==> src/rtl/scanner_pkg.sv <==
// Shared types and constants for the nonce result scanner.
package scanner_pkg;

    typedef enum logic [1:0] {
        ST_IDLE  = 2'd0,
        ST_FETCH = 2'd1,
        ST_SCAN  = 2'd2,
        ST_DONE  = 2'd3
    } scan_state_e;

    localparam int          NUM_NONCES_DEFAULT = 16;
    localparam logic [31:0] BEST_HASH_RST      = 32'hFFFF_FFFF;

endpackage

==> src/rtl/scan_min_tracker.sv <==
// Running minimum (value + index), strict hit comparator and hit counter
// over the stream of result words read back from memory.
module scan_min_tracker
    import scanner_pkg::*;
#(
    parameter int NUM_NONCES = NUM_NONCES_DEFAULT,
    parameter int NW         = $clog2(NUM_NONCES)
) (
    input  logic          clk,
    input  logic          reset_n,
    input  logic          clear,
    input  logic          valid,
    input  logic [NW-1:0] idx,
    input  logic [31:0]   word,
    input  logic [31:0]   target,
    output logic [NW:0]   hit_count,
    output logic          found,
    output logic [NW-1:0] best_nonce,
    output logic [31:0]   best_hash
);

    logic          hit_s;
    logic          take_s;
    logic [NW:0]   hit_next_s;
    logic [NW:0]   hit_count_r;
    logic          found_r;
    logic [NW-1:0] best_nonce_r;
    logic [31:0]   best_hash_r;

    // Hit test and best-candidate selection; index 0 always seeds the minimum
    always_comb begin
        hit_s      = (word < target);
        hit_next_s = hit_count_r + (hit_s ? (NW+1)'(1) : (NW+1)'(0));
        take_s     = (idx == {NW{1'b0}}) || (word < best_hash_r);
    end

    // Result registers; found is derived from the same next count so both move together
    always_ff @(posedge clk or negedge reset_n) begin
        if (!reset_n) begin
            hit_count_r  <= {(NW+1){1'b0}};
            found_r      <= 1'b0;
            best_nonce_r <= {NW{1'b0}};
            best_hash_r  <= BEST_HASH_RST;
        end else if (clear) begin
            hit_count_r  <= {(NW+1){1'b0}};
            found_r      <= 1'b0;
        end else if (valid) begin
            hit_count_r  <= hit_next_s;
            found_r      <= (hit_next_s != {(NW+1){1'b0}});
            if (take_s) begin
                best_hash_r  <= word;
                best_nonce_r <= idx;
            end
        end
    end

    assign hit_count  = hit_count_r;
    assign found      = found_r;
    assign best_nonce = best_nonce_r;
    assign best_hash  = best_hash_r;

endmodule

==> src/rtl/nonce_result_scanner.sv <==
// Read-back master: fetches NUM_NONCES result words after the hash block finishes
// and reports hit count plus the minimum hash and its nonce index.
module nonce_result_scanner
    import scanner_pkg::*;
#(
    parameter int NUM_NONCES = NUM_NONCES_DEFAULT,
    parameter int NW         = $clog2(NUM_NONCES)
) (
    input  logic          clk,
    input  logic          reset_n,
    input  logic          start,
    input  logic [15:0]   result_addr,
    input  logic [31:0]   target,
    output logic          mem_clk,
    output logic          mem_we,
    output logic [15:0]   mem_addr,
    input  logic [31:0]   mem_read_data,
    output logic          done,
    output logic          found,
    output logic [NW:0]   hit_count,
    output logic [NW-1:0] best_nonce,
    output logic [31:0]   best_hash
);

    scan_state_e   state_r;
    logic [15:0]   base_r;
    logic [31:0]   target_r;
    logic [15:0]   mem_addr_r;
    logic [NW-1:0] idx_r;
    logic          done_r;

    logic          accept_s;
    logic          scan_valid_s;
    logic          last_s;
    logic          more_s;
    logic [15:0]   next_addr_s;

    // Start acceptance, last-word detection and look-ahead address (two words ahead of idx)
    always_comb begin
        accept_s     = start && ((state_r == ST_IDLE) || (state_r == ST_DONE));
        scan_valid_s = (state_r == ST_SCAN);
        last_s       = (idx_r == NW'(NUM_NONCES - 1));
        more_s       = ((int'(idx_r) + 2) < NUM_NONCES);
        next_addr_s  = base_r + 16'(idx_r) + 16'd2;
    end

    // Scan sequencer and address generator
    always_ff @(posedge clk or negedge reset_n) begin
        if (!reset_n) begin
            state_r    <= ST_IDLE;
            base_r     <= 16'd0;
            target_r   <= 32'd0;
            mem_addr_r <= 16'd0;
            idx_r      <= {NW{1'b0}};
            done_r     <= 1'b0;
        end else begin
            case (state_r)
                ST_IDLE, ST_DONE: begin
                    if (start) begin
                        base_r     <= result_addr;
                        target_r   <= target;
                        mem_addr_r <= result_addr;
                        idx_r      <= {NW{1'b0}};
                        done_r     <= 1'b0;
                        state_r    <= ST_FETCH;
                    end
                end
                ST_FETCH: begin
                    mem_addr_r <= base_r + 16'd1;
                    state_r    <= ST_SCAN;
                end
                ST_SCAN: begin
                    if (more_s) begin
                        mem_addr_r <= next_addr_s;
                    end
                    if (last_s) begin
                        done_r  <= 1'b1;
                        state_r <= ST_DONE;
                    end else begin
                        idx_r <= idx_r + NW'(1);
                    end
                end
                default: begin
                    state_r <= ST_IDLE;
                end
            endcase
        end
    end

    scan_min_tracker #(
        .NUM_NONCES (NUM_NONCES),
        .NW         (NW)
    ) u_tracker (
        .clk        (clk),
        .reset_n    (reset_n),
        .clear      (accept_s),
        .valid      (scan_valid_s),
        .idx        (idx_r),
        .word       (mem_read_data),
        .target     (target_r),
        .hit_count  (hit_count),
        .found      (found),
        .best_nonce (best_nonce),
        .best_hash  (best_hash)
    );

    assign mem_clk  = clk;
    assign mem_we   = 1'b0;
    assign mem_addr = mem_addr_r;
    assign done     = done_r;

endmodule

==> config.mk <==
export PLATFORM = sky130hd
export DESIGN_NAME = nonce_result_scanner
export DESIGN_NICKNAME = d
export VERILOG_FILES = /design/src/rtl/scanner_pkg.sv /design/src/rtl/scan_min_tracker.sv /design/src/rtl/nonce_result_scanner.sv
export SDC_FILE = /design/constraint.sdc
export NUM_CORES = 1
export LEC_CHECK = 0
export BUFFER_PORTS_ARGS = -buffer_cell sky130_fd_sc_hd__buf_2
export CELL_PAD_IN_SITES_DETAIL_PLACEMENT = 1
export CELL_PAD_IN_SITES_GLOBAL_PLACEMENT = 1
export CORE_ASPECT_RATIO = 0.5
export CORE_UTILIZATION = 38
export CTS_BUF_LIST = sky130_fd_sc_hd__clkbuf_16
export DETAILED_ROUTE_END_ITERATION = 7
export PLACE_DENSITY_LB_ADDON = 0.25
export SYNTH_ARGS = -nofsm -noshare
export SYNTH_HDL_FRONTEND = slang
export SYNTH_SLANG_ARGS = --single-unit
==> constraint.sdc <==
create_clock -name clk -period 2.6 [get_ports clk]
set_clock_uncertainty 0.1 [all_clocks]
set_input_delay 0.13 -clock clk [delete_from_list [all_inputs] [get_ports clk]]
set_output_delay 0.13 -clock clk [all_outputs]
set_load 0.05 [all_outputs]
==> reports/metrics.csv <==
metric,value,unit
status,"complete, but fails checks",
failing checks,setup timing,
routed via count,6667,
"most common cell after layout, fill and taps aside",buf_2,
Syn Std Cell Area,0.00699,mm2
"Seq/Total Area, Yosys",41.0,%
Routed Antenna Nets,0,
share of flip-flops with an asynchronous set or reset,100,%
HPWL Detailed,15400,um
Synth cell types,52,
"Top FF cell, synth",dfrtp_1,
WP data required,2.91,ns
Final WS setup,-0.424,ns
final net count,1205,
"CTS clk-pin slew, worst paths",0.06,ns
DR WL/cell,18.8,um
initial core utilization,39.5,%
total core area,0.0177,mm2
post-synthesis compound-gate area fraction,15.4,%
CP Max Fanout,3,
first-pass GRT wire length,39200,um
CTS tree,done,
Pleak,5.15,nW
final number of hold-violating endpoints,0,
ANT cells,0,
worst slew pin tran,0.664,ns
Tcrit/Tclk final,116,%
YS warnings,0,
Tmin final,3.02,ns
setup violators final,38,
Cell Rows,34,
P&R area growth vs syn,49.1,%
vias per inst,5.17,
"commonest non-fill, non-tap cells in the layout","buf_2, nand2_1, buf_4, dlygate4sd3_1, dfrtp_1",
post-synthesis mux area share,8.15,%
number of global-route vias before repair,7434,
post-route cell area,0.0104,mm2
max capacitance violation total,0,
Worst Setup End Kind,flip-flop,
Filler cells,2003,
hold crit path type,in2async,
Post-Route WL,24300,um
Synth Area in Adders,14.2,%
Die W,194,um
TritonRoute pass-1 iters,4,
Final Max Tran Viols,0,
Post-synth EDFFs,0,
Crit Path Class,reg2reg,
total track usage,26.6,%
syn_nets,893,
worst hold slack,0.0637,ns
DRT iter0 DRCs,215,
Skew-Pair Late Insertion Delay,0.54,ns
initial antenna violation count,0,
maximum vdd drop,0.710,mV
Avg Inst Size Synth,9.56,um2
die area,0.0190,mm2
Die H,97.9,um
synthesized instance count,731,
main combinational cell family by area after synthesis,compound AO/OA/AOI/OAI gates,
IO Count,144,
DRC,0,
CP arrival,3.34,ns
Slew HR,55.4,%
RSZ-0062 raised after global routing,true,
Placement Cell Area,0.00861,mm2
Achievable Freq,331,MHz
GRT overflow,0,
layout cells sized above 1,38.1,%
"flops & latches, synth",113,
simple-gate share of the synthesized area,12.6,%
startpoint types,flip-flop,
largest net degree at the start of global routing,53,
PortBufs,142,
Power Dens Cells,1350,mW/mm2
gpl congestion,0.860,
Synth Area in XOR/XNOR,1.88,%
power by group:
group	internal, W	total [W]	switching [W]
combinational	0.00326	0.00815	0.00489
sequential	0.00279	0.00340	0.000608
clock	0.00159	0.00255	0.000965
total	0.00764	0.0141	0.00646
metal layers:
metal | GRT usage [%] | share of wire [%]
met2 | 47.8 | 51
met3 | 4.28 | 3.1
met1 | 32.2 | 44
met5 | 0 | 0
met4 | 10.0 | 1.8
worst paths after layout:
kind / depth (start not counted) / endpoint / from / slack, ns
setup / recovery: 13 / u_tracker.found / target_r[5] / -0.42
hold / removal: 2 / base_r[14] / reset_n / 0.06
setup reg to reg: 13 / u_tracker.found / target_r[5] / -0.42
hold reg to reg: 2 / mem_addr[4] / mem_addr[4] / 0.38
max in group asynchronous: 3 / u_tracker.best_hash[22] / reset_n / 1.54
min in group clk: 4 / base_r[13] / result_addr[13] / 0.23
area by class of cell:
class,instances,area (um2),area share [%]
timing repair buffer,321,2330,22.4
inverter,76,285,2.74
sequential,113,2870,27.5
tap,234,293,2.81
multi-input combinational,510,4010,38.5
clock buffer,21,505,4.85
clock inverter,15,128,1.22
cells in the mapped netlist (2+ instances only):
cell,count,area share (%)
a211oi_1,2,0.21
a21o_1,19,2.0
a21oi_1,48,3.4
a221o_1,3,0.43
a221oi_1,5,0.63
a22o_1,2,0.25
a31oi_1,5,0.45
and2_1,2,0.18
and4_1,4,0.50
buf_12,3,0.86
buf_4,2,0.21
clkbuf_1,27,1.5
dfrtp_1,81,29
dfstp_2,32,12
ha_1,78,14
inv_1,76,4.1
mux2_2,7,1.1
mux2_4,30,6.4
mux2i_1,4,0.57
nand2_1,123,6.6
nand2b_1,4,0.36
nand3_1,11,0.79
nand4_1,18,1.6
nor2_1,21,1.1
nor2b_1,2,0.18
nor3_1,7,0.50
nor4_1,2,0.18
o211ai_1,4,0.43
o21a_1,2,0.21
o21ai_0,62,4.4
o221ai_1,4,0.50
o22ai_1,5,0.45
o31ai_1,4,0.43
xnor2_1,8,1.0
xor2_1,7,0.88
worst max-delay path: stages, from the launching register on:
cell and delay, ns:
dfrtp_1 0.37, inv_2 0.08, ha_4 0.21, a21oi_2 0.12, o21ai_1 0.10, nor3_1 0.23, o21ai_1 0.15, a21oi_1 0.18
o21a_2 0.20, ha_4 0.16, ha_4 0.20, or4_4 0.53, o31ai_4 0.17, a21oi_1 0.09
logic make-up after synthesis:
kind of cell | Yosys count
multiplexers | 41
buffers and inverters | 108
adder cells (fa/ha/maj) | 79
other | 1
AND/OR/NAND/NOR | 200
XOR/XNOR | 15
AO/OA/AOI/OAI | 174
flip-flops | 113
registers in the layout (all words and copies together), names as in the netlist:
name                  flops
base_r                   16
done                      1
idx_r                     4
mem_addr                 16
state_r                   2
target_r                 32
u_tracker.best_hash      32
u_tracker.best_nonce      4
u_tracker.found           1
u_tracker.hit_count       5
what timing repair did:
item | in CTS | in global routing
pin swaps | 17 | 28
setup endpoints to repair | 44 | 50
cloned | 2 | 0
hold buffers | 82 | 0
buffers inserted | 7 | 3
gates resized for setup | 37 | 41
hold endpoints to repair | 144 | 0
through the flow:
| step | util, % | total power [W] | setup slack [ns] | setup TNS (ns) | cells |
|---|---|---|---|---|---|
| 2_1_floorplan | - | 0.00848 | -0.337 | -10.28 | 731 |
| 3_3_place_gp | 48.7 | 0.0105 | -0.448 | -5.49 | 1166 |
| 3_5_place_dp | 48.7 | 0.0108 | -0.545 | -6.25 | 1166 |
| 4_1_cts | 58.3 | 0.0140 | -0.371 | -6.64 | 1292 |
| 5_1_grt | 58.9 | 0.0150 | -0.556 | -11.27 | 1290 |
| 6_report | 58.9 | 0.0141 | -0.424 | -7.93 | 1290 |
Note: power is estimated with default switching activity, not from simulation.
